**src/rtl/temporizador_bus_lcd.sv**
```systemverilog
// temporizador_bus_lcd
// Bus-timing responder for an HD44780 LCD. Each accepted i_program starts one
// bus transaction. RS, RW and DB are driven for a setup time, then E is pulsed
// high for a pulse width, then RS/RW/DB are held. A recovery wait (optionally
// extended for slow LCD commands) follows before o_ready returns high. On
// reads, the data on i_lcd_db is captured on the edge where E falls.
//
// Handshake: o_ready=1 means idle. A transaction is accepted on any rising
// edge where o_ready=1 and i_program=1, and o_ready drops on that same edge.
// i_program is ignored while o_ready=0; it is not queued.
//
// Optional feature: define LCD_POWERON_INIT_EN to run the HD44780 power-on
// sequence from ST_ARRANQUE: a 15 ms wait, then three writes of 0x30 with
// 4.1 ms / 100 us / 40 us post-waits. This needs CNT_W >= 21.
// o_estado exposes the FSM state for debug.
module temporizador_bus_lcd #(
  parameter int unsigned T_AS_CYC   = 6,
  parameter int unsigned T_EPW_CYC  = 30,
  parameter int unsigned T_AH_CYC   = 2,
  parameter int unsigned T_REC_CYC  = 20,
  parameter int unsigned T_EXEC_CYC = 4000,
  parameter int unsigned CNT_W      = 24
) (
  input  logic       clk,
  input  logic       rst_n,
  input  logic       i_program,
  input  logic [3:0] i_control,
  input  logic [7:0] i_dato,
  output logic       o_ready,
  output logic [7:0] o_dato_leido,
  output logic       o_lcd_rs,
  output logic       o_lcd_rw,
  output logic       o_lcd_e,
  output logic [7:0] o_lcd_db,
  output logic       o_lcd_db_oe,
  input  logic [7:0] i_lcd_db,
  output logic [2:0] o_estado
);

  typedef enum logic [2:0] {
    ST_ARRANQUE = 3'd0,
    ST_IDLE     = 3'd1,
    ST_SETUP    = 3'd2,
    ST_EHIGH    = 3'd3,
    ST_HOLD     = 3'd4,
    ST_WAIT     = 3'd5
  } estado_t;

  // Each phase lasts max(T,1) cycles. The counter is loaded with that count
  // minus one and the phase ends on the edge where the counter is zero.
  localparam int unsigned AS_EFF   = (T_AS_CYC   == 0) ? 1 : T_AS_CYC;
  localparam int unsigned EPW_EFF  = (T_EPW_CYC  == 0) ? 1 : T_EPW_CYC;
  localparam int unsigned AH_EFF   = (T_AH_CYC   == 0) ? 1 : T_AH_CYC;
  localparam int unsigned REC_EFF  = (T_REC_CYC  == 0) ? 1 : T_REC_CYC;
  localparam int unsigned EXEC_EFF = (T_EXEC_CYC == 0) ? 1 : T_EXEC_CYC;

  localparam logic [CNT_W-1:0] AS_LD       = CNT_W'(AS_EFF - 1);
  localparam logic [CNT_W-1:0] EPW_LD      = CNT_W'(EPW_EFF - 1);
  localparam logic [CNT_W-1:0] AH_LD       = CNT_W'(AH_EFF - 1);
  localparam logic [CNT_W-1:0] REC_LD      = CNT_W'(REC_EFF - 1);
  localparam logic [CNT_W-1:0] REC_LONG_LD = CNT_W'(REC_EFF + EXEC_EFF - 1);

`ifdef LCD_POWERON_INIT_EN
  localparam logic [CNT_W-1:0] ARR_LAST  = CNT_W'(1_500_000 - 1);
  localparam logic [CNT_W-1:0] POST0_LD  = CNT_W'(410_000 - 1);
  localparam logic [CNT_W-1:0] POST1_LD  = CNT_W'(10_000 - 1);
  localparam logic [CNT_W-1:0] POST2_LD  = CNT_W'(4_000 - 1);
  localparam logic [7:0]       INIT_BYTE = 8'h30;
`endif

  estado_t          state, state_n;
  logic [CNT_W-1:0] cnt, cnt_n;
  logic             ready_n, e_n, rs_n, rw_n, oe_n;
  logic [7:0]       db_n, leido_n;
  logic             long_wait, long_n;

`ifdef LCD_POWERON_INIT_EN
  logic             init_activo, init_activo_n;
  logic [1:0]       init_paso, init_paso_n;
`endif

  // control[0] is reserved and intentionally unused
  logic unused_ctl;
  assign unused_ctl = i_control[0];

  assign o_estado = state;

  // State, timing counter and all pin/handshake registers
  always_ff @(posedge clk or negedge rst_n) begin
    if (!rst_n) begin
      state        <= ST_ARRANQUE;
      cnt          <= '0;
      o_ready      <= 1'b0;
      o_lcd_e      <= 1'b0;
      o_lcd_rs     <= 1'b0;
      o_lcd_rw     <= 1'b0;
      o_lcd_db     <= 8'h00;
      o_lcd_db_oe  <= 1'b0;
      o_dato_leido <= 8'h00;
      long_wait    <= 1'b0;
`ifdef LCD_POWERON_INIT_EN
      init_activo  <= 1'b1;
      init_paso    <= 2'd0;
`endif
    end else begin
      state        <= state_n;
      cnt          <= cnt_n;
      o_ready      <= ready_n;
      o_lcd_e      <= e_n;
      o_lcd_rs     <= rs_n;
      o_lcd_rw     <= rw_n;
      o_lcd_db     <= db_n;
      o_lcd_db_oe  <= oe_n;
      o_dato_leido <= leido_n;
      long_wait    <= long_n;
`ifdef LCD_POWERON_INIT_EN
      init_activo  <= init_activo_n;
      init_paso    <= init_paso_n;
`endif
    end
  end

  // Next-state and next-register values; every register holds by default
  always_comb begin
    state_n = state;
    cnt_n   = cnt;
    ready_n = o_ready;
    e_n     = o_lcd_e;
    rs_n    = o_lcd_rs;
    rw_n    = o_lcd_rw;
    db_n    = o_lcd_db;
    oe_n    = o_lcd_db_oe;
    leido_n = o_dato_leido;
    long_n  = long_wait;
`ifdef LCD_POWERON_INIT_EN
    init_activo_n = init_activo;
    init_paso_n   = init_paso;
`endif

    case (state)
      ST_ARRANQUE: begin
`ifdef LCD_POWERON_INIT_EN
        // Power-on wait, then launch the first 0x30 write (RS=0, RW=0)
        if (cnt == ARR_LAST) begin
          rs_n    = 1'b0;
          rw_n    = 1'b0;
          db_n    = INIT_BYTE;
          oe_n    = 1'b1;
          long_n  = 1'b0;
          cnt_n   = AS_LD;
          state_n = ST_SETUP;
        end else begin
          cnt_n = cnt + 1'b1;
        end
`else
        ready_n = 1'b1;
        state_n = ST_IDLE;
`endif
      end

      ST_IDLE: begin
        if (i_program) begin
          rs_n    = i_control[3];
          rw_n    = i_control[2];
          long_n  = i_control[1];
          db_n    = i_dato;
          oe_n    = ~i_control[2];
          ready_n = 1'b0;
          cnt_n   = AS_LD;
          state_n = ST_SETUP;
        end
      end

      ST_SETUP: begin
        if (cnt == '0) begin
          e_n     = 1'b1;
          cnt_n   = EPW_LD;
          state_n = ST_EHIGH;
        end else begin
          cnt_n = cnt - 1'b1;
        end
      end

      ST_EHIGH: begin
        if (cnt == '0) begin
          e_n = 1'b0;
          if (o_lcd_rw) leido_n = i_lcd_db;
          cnt_n   = AH_LD;
          state_n = ST_HOLD;
        end else begin
          cnt_n = cnt - 1'b1;
        end
      end

      ST_HOLD: begin
        if (cnt == '0) begin
          oe_n    = 1'b0;
          cnt_n   = long_wait ? REC_LONG_LD : REC_LD;
`ifdef LCD_POWERON_INIT_EN
          if (init_activo) begin
            case (init_paso)
              2'd0:    cnt_n = POST0_LD;
              2'd1:    cnt_n = POST1_LD;
              default: cnt_n = POST2_LD;
            endcase
          end
`endif
          state_n = ST_WAIT;
        end else begin
          cnt_n = cnt - 1'b1;
        end
      end

      ST_WAIT: begin
        if (cnt == '0) begin
          ready_n = 1'b1;
          state_n = ST_IDLE;
`ifdef LCD_POWERON_INIT_EN
          if (init_activo) begin
            if (init_paso == 2'd2) begin
              init_activo_n = 1'b0;
            end else begin
              // Next 0x30 write of the power-on sequence
              init_paso_n = init_paso + 2'd1;
              ready_n     = 1'b0;
              oe_n        = 1'b1;
              cnt_n       = AS_LD;
              state_n     = ST_SETUP;
            end
          end
`endif
        end else begin
          cnt_n = cnt - 1'b1;
        end
      end

      default: begin
        ready_n = 1'b0;
        e_n     = 1'b0;
        oe_n    = 1'b0;
        cnt_n   = '0;
        state_n = ST_ARRANQUE;
      end
    endcase
  end

endmodule

```
**config.mk**
```make
export PLATFORM = sky130hd
export DESIGN_NAME = temporizador_bus_lcd
export DESIGN_NICKNAME = d
export VERILOG_FILES = /design/src/rtl/temporizador_bus_lcd.sv
export SDC_FILE = /design/constraint.sdc
export NUM_CORES = 1
export LEC_CHECK = 0
export CAP_MARGIN = 25
export CORE_ASPECT_RATIO = 0.75
export CORE_UTILIZATION = 30
export DETAILED_ROUTE_END_ITERATION = 6
export SLEW_MARGIN = 30
export SYNTH_ARGS = -nofsm -noshare
export SYNTH_HDL_FRONTEND = slang
export SYNTH_SLANG_ARGS = --single-unit
```
**constraint.sdc**
```tcl
create_clock -name clk -period 3.3 [get_ports clk]
set_input_delay 0.33 -clock clk [delete_from_list [all_inputs] [get_ports clk]]
set_output_delay 0.33 -clock clk [all_outputs]
set_load 0.01 [all_outputs]
```
==> run_results.csv, run 1 <==
group,metric,value,unit
status,status,"complete, no violations",
setup_path,worstPathArrival,2.83,ns
grt,globalRouteOverflowTotal,0,
timing,setup_tns,0,ns
cts,clockBufferDepth,2,
cts,cts_tree,"done",
logic_synthesis,synthAdderAreaFrac,0.963,%
flow_run,drv_cap,0,
finish,fillers,845,
cts,hold_buffers,0,
finish,nets,325,
logic_synthesis,synth_top_family_by_area,"compound AO/OA/AOI/OAI gates",
logic_synthesis,synth.distinct_cells,53,
floorplan,die_h,82.6,um
logic_synthesis,syn_area_per_cell,10.4,um^2
grt,grt_use_total,15.0,%
timing,fin_ws,0.676,ns
logic_synthesis,syn_inst,250,
routing,drt_iter0_markers,192,
grt,grt_pass1_vias,2056,
logic_synthesis,synth_nets,275,
setup_path,crit_path_start_kind,"register",
timing,slew_headroom,62.6,%
routing,routed_wl,6.36,mm
timing,min_period,2.62,ns
cts,clockRootBuffer,"clkbuf_16",
timing,tightestPinTransition,0.556,ns
placed_design,detailed_place_hpwl,4.45,mm
setup_path,cp-end-kind,"register",
setup_path,crit_required,3.51,ns
worst_hold_path,hold_class,"in2async",
cts,cts_resized,0,
placed_design,port_buffers,45,
floorplan,die-area,9040,um^2
logic_synthesis,ys_warn_count,0,
setup_path,crit_fanout,6,
cts,htree_levels,2,
logic_synthesis,ys_seq_elements,49,
routing,via_per_inst,5.42,
logic_synthesis,synth_edf_count,0,
power_and_ir_drop,p_leak,1.30,nW
cts,numCtsBuffers,5,
timing,setup_viol,0,
logic_synthesis,synthSimpleGateAreaFrac,16.8,%
routing,wire_per_inst,15.5,um
floorplan,start_util,30.9,%
setup_path,crit_type,"reg2reg",
logic_synthesis,synth_xor_area_share,0.337,%
cts,post_cts_buffers,0,
power_and_ir_drop,p_per_area,946,nW/um^2
floorplan,io_pins,47,
placed_design,dp_slack,0.716,ns
grt,grt_max_degree,29,
routing,drc,0,
cts,clock_latency,0.29,ns
logic_synthesis,muxShareOfSynthArea,8.67,%
cts,clk_pin_slew,0.07,ns
finish,antenna_cells,0,
grt,grt_pass1_wl,10.4,mm
finish,final_util,39.4,%
timing,final_max_slew_viol_count,0,
logic_synthesis,synthArstFlopShare,100,%
floorplan,core-area,8420,um^2
timing,grt_setup_unrepaired,"false",
floorplan,die_w,109,um
finish,synthToLayoutAreaGrowth,27.6,%
timing,fin_crit_sh,79.5,%
logic_synthesis,syn_area,2600,um^2
placed_design,gp_congestion,0.797,
cts,clock-sinks,49,
routing,dr.pass1.iters,4,
timing,hold_viol,0,
timing,fmax,381,MHz
finish,drive_above_1_share,17.9,%
logic_synthesis,synth_ff_type,"dfrtp_1",
logic_synthesis,ys_seq_area_share,47.2,%
grt,antenna_found_initial,0,
routing,postRouteAntennaNets,0,
timing,clock-skew-final,0.00798,ns
floorplan,fp-row-count,29,
timing,whs,0.00443,ns
logic_synthesis,synth_compound_area_share,20.9,%
power_and_ir_drop,vdd_drop_max,0.000340,V
routing,vias,2218,
## worst max-delay path, stage by stage (launching register included)
cell	delay, ns
dfrtp_1	0.43
inv_1	0.10
ha_1	0.18
or3b_2	0.53
or2_1	0.30
or4_1	0.44
or3_2	0.42
a21oi_1	0.15
## kinds of logic (layout without fill, tap and decap cells)
logic type,count (synthesis),count (layout)
buffers and inverters,21,72
AO/OA/AOI/OAI,80,80
XOR/XNOR,1,1
AND/OR/NAND/NOR,77,77
adder cells (fa/ha/maj),2,2
flip-flops,49,49
multiplexers,20,20
## registers in the layout, indices dropped and copies added, names as in the netlist
signal and flops:
cnt 24, long_wait 1, o_dato_leido 8, o_estado 3
o_lcd_db 8, o_lcd_db_oe 1, o_lcd_e 1, o_lcd_rs 1
o_lcd_rw 1, o_ready 1
## synth_stat cells (3+ instances only)
library cell,instances,share of area [%]
clkbuf_8,3,1.6
nand3_1,8,1.5
clkbuf_1,4,0.58
o21ai_0,13,2.5
a22oi_1,5,1.4
or4_1,5,1.4
nor3_1,4,0.77
dfrtp_1,49,47
a31oi_1,5,1.2
nand2_1,19,2.7
o31ai_1,9,2.6
nor4_1,3,0.72
mux2_2,20,8.7
nand4_1,3,0.72
a211oi_1,4,1.2
a21oi_1,22,4.2
inv_1,8,1.2
o211ai_1,5,1.4
nor2_1,13,1.9
buf_6,3,1.3
## metal layers
layer / vias up / wire length, um / GRT usage, %
li1: 1064 / - / -
met1: 1101 / 3190 / 22.5
met2: 49 / 2790 / 20.9
met3: 4 / 307 / 3.22
met4: 0 / 69 / 4.67
met5: - / 0 / 0
## final cells by class
type | count | area, um^2 | area share [%]
Multi-Input combinational cell | 180 | 1240 | 37.5
Sequential cell | 49 | 1230 | 37.0
Timing Repair Buffer | 55 | 533 | 16.1
Tap cell | 108 | 135 | 4.08
Clock buffer | 6 | 129 | 3.89
Inverter | 9 | 33.8 | 1.02
Clock inverter | 2 | 15.0 | 0.453
## worst paths after layout
| kind | from | endpoint | slack (ns) | depth (start not counted) |
|---|---|---|---|---|
| max in group asynchronous | rst_n | o_dato_leido[1]$_DFFE_PN0P_ | 2.54 | 2 |
| min | rst_n | cnt[1]$_DFFE_PN0P_ | 0.004 | 1 |
| min reg2reg | o_dato_leido[2]$_DFFE_PN0P_ | o_dato_leido[2]$_DFFE_PN0P_ | 0.51 | 1 |
| max | cnt[0]$_DFFE_PN0P_ | cnt[14]$_DFFE_PN0P_ | 0.68 | 7 |
| min in group clk | o_dato_leido[2]$_DFFE_PN0P_ | o_dato_leido[2]$_DFFE_PN0P_ | 0.51 | 1 |
| max reg2reg | cnt[0]$_DFFE_PN0P_ | cnt[14]$_DFFE_PN0P_ | 0.68 | 7 |
## layout by cell type, fill, tap and decap left out, types with 3 or more instances in the layout
cell / count
a22oi_1: 5
a21oi_1: 22
clkbuf_16: 5
a31oi_1: 5
dfrtp_1: 49
nand2_1: 19
a211oi_1: 4
o31ai_1: 9
o211ai_1: 5
nor3_1: 3
nor4_1: 3
nor2_1: 13
inv_1: 8
clkdlybuf4s50_1: 44
nand4_1: 3
nor3_2: 3
nand3_1: 8
buf_4: 9
o21ai_0: 13
or4_1: 5
mux2_2: 20
## per-stage QoR
step | power (mW) | area, um^2 | instances
after floorplan | 2.08 | 2600 | 250
after global placement | 2.58 | 3170 | 401
after detailed placement | 2.63 | 3170 | 401
after CTS | 3.15 | 3320 | 409
after global routing | 3.37 | 3320 | 409
final | 3.14 | 3320 | 409
## report_power, final
part | switching (mW) | total [mW] | internal, mW
logic | 0.777 | 1.52 | 0.744
registers | 0.251 | 1.11 | 0.860
clock network | 0.222 | 0.503 | 0.281
Power figures use the tool's default switching activity.
==> run 2, diff against run 1 <==
clock period = 2.3 ns   (was 3.3 ns; I/O delays follow)
==> run_results.csv, run 2 (synthesized netlist as in run 1, its figures left out) <==
group,metric,value,unit
timing,whs,0.388,ns
timing,grt_setup_unrepaired,"true",
setup_path,crit_path_start_kind,"register",
grt,grt_pass1_wl,10.4,mm
timing,fin_crit_sh,99.2,%
routing,dr.pass1.iters,4,
finish,drive_above_1_share,29.9,%
timing,setup_viol,0,
finish,antenna_cells,0,
finish,final_util,43.6,%
finish,layout_common_cells,"49 x dfrtp_1, 44 x clkdlybuf4s50_1, 40 x buf_4",
finish,top_regs,"cnt: 24 flops, o_dato_leido: 8 flops, o_lcd_db: 8 flops",
status,status,"complete, no violations",
timing,slew_headroom,56.8,%
cts,htree_levels,2,
floorplan,io_pins,47,
placed_design,port_buffers,45,
flow_run,drv_cap,0,
routing,postRouteAntennaNets,0,
timing,hold_viol,0,
finish,nets,359,
routing,routed_wl,7.03,mm
floorplan,die_h,82.6,um
placed_design,gp_congestion,0.835,
placed_design,place_inst,432,
setup_path,crit_fanout,27,
setup_path,crit_required,2.49,ns
timing,tightestPinTransition,0.646,ns
routing,drc,0,
floorplan,start_util,30.9,%
power_and_ir_drop,p_leak,1.50,nW
setup_path,worstPathArrival,2.47,ns
cts,clockRootBuffer,"clkbuf_16",
timing,min_period,2.28,ns
floorplan,die-area,9040,um^2
cts,clockBufferDepth,2,
grt,grt_use_total,15.0,%
finish,largest_reg_flops,24,
grt,globalRouteOverflowTotal,0,
routing,drt_iter0_markers,133,
floorplan,die_w,109,um
floorplan,fp-row-count,29,
routing,via_per_inst,5.30,
grt,grt_pass1_vias,2108,
finish,final_cells,443,
cts,clk_pin_slew,0.07,ns
placed_design,detailed_place_hpwl,4.87,mm
setup_path,cp-end-kind,"register",
floorplan,core-area,8420,um^2
power_and_ir_drop,p_per_area,1370,nW/um^2
grt,antenna_found_initial,0,
routing,vias,2347,
cts,clock-sinks,49,
routing,wire_per_inst,15.9,um
timing,clock-skew-final,0.00472,ns
timing,final_max_slew_viol_count,0,
cts,cts_tree,"done",
finish,top_register,"cnt",
finish,layout_commonest_cell,"dfrtp_1",
worst_hold_path,hold_class,"in2async",
cts,clock_latency,0.29,ns
timing,fmax,438,MHz
power_and_ir_drop,power,5.04,mW
grt,grt_max_degree,28,
cts,numCtsBuffers,5,
finish,fillers,821,
finish,synthToLayoutAreaGrowth,41.3,%
setup_path,crit_type,"reg2reg",
power_and_ir_drop,vdd_drop_max,0.000602,V
## run 2: cell types whose count changed in the layout (fill, tap and decap cells not counted), moves of 2 or more
| cell | delta |
|---|---|
| inv_1 | -2 |
| clkinvlp_4 | -2 |
| inv_2 | +2 |
| or4_1 | -2 |
| buf_4 | +31 |
| or4_4 | +2 |
| nor2_1 | -2 |
| clkbuf_8 | +2 |
| or3_4 | +2 |
## run 2: layer usage
layer | GRT usage (%) | share of wire (%) | wire [um]
met4 | 2.27 | 0.48 | 34
met5 | 0 | 0 | 0
met3 | 3.53 | 5.8 | 409
met2 | 20.9 | 42 | 2950
met1 | 23.2 | 52 | 3640
## run 2: through the flow
step	TNS [ns]	instance area (um^2)	setup WS, ns
floorplan	0	2600	0.0100
finish	0	3670	0.0189
global placement	-0.00118	3420	-0.00118
global route	-0.234	3670	-0.0331
CTS	-0.0393	3610	-0.0239
detailed placement	-0.0708	3420	-0.0312
## run 2: timing repair
item / in CTS / in global routing
hold endpoints to repair: 14 / 0
setup buffers: 0 / 2
hold buffers: 1 / 0
gates cloned: 0 / 1
resized for setup: 4 / 13
pin swaps: 0 / 4
setup endpoints to repair: 13 / 28
## run 2: worst paths after layout
kind | from | cells after the start | endpoint | slack, ns
worst min register to register | o_dato_leido[4]$_DFFE_PN0P_ | 1 | o_dato_leido[4]$_DFFE_PN0P_ | 0.51
worst max-delay path | cnt[11]$_DFFE_PN0P_ | 6 | cnt[11]$_DFFE_PN0P_ | 0.02
worst max register to register | cnt[11]$_DFFE_PN0P_ | 6 | cnt[11]$_DFFE_PN0P_ | 0.02
worst min-delay path | rst_n | 2 | cnt[18]$_DFFE_PN0P_ | 0.39
max in group asynchronous | rst_n | 3 | o_dato_leido[2]$_DFFE_PN0P_ | 1.31
min in group clk | o_dato_leido[4]$_DFFE_PN0P_ | 1 | o_dato_leido[4]$_DFFE_PN0P_ | 0.51
## run 2: power breakdown
part	total [mW]	internal [mW]	switching (mW)	leakage, nW
logic	2.74	1.39	1.35	0.796
clock network	0.778	0.461	0.317	0.0799
registers	1.52	1.24	0.281	0.626
total	5.04	3.09	1.95	1.50
## run 2: worst max-delay path, cell delays in order, from the launching register on
cell and delay (ns):
dfrtp_1 0.38, or4_4 0.58, or3_4 0.48, o31ai_4 0.28, buf_12 0.20, a21oi_1 0.06
o211ai_1 0.19
## run 2: final cells by class
class	instances	area [um^2]	share of cell area, %
Multi-Input combinational cell	181	1320	36.0
Tap cell	108	135	3.68
Inverter	9	33.8	0.920
Sequential cell	49	1230	33.4
Timing Repair Buffer	88	796	21.7
Clock inverter	1	5.00	0.136
Clock buffer	7	153	4.16
==> run 3, diff against run 2 <==
SLEW_MARGIN = 25   (was 30)
==> results of run 3 <==
Same layout as run 2: the final DEF is identical, and so are final timing and power.
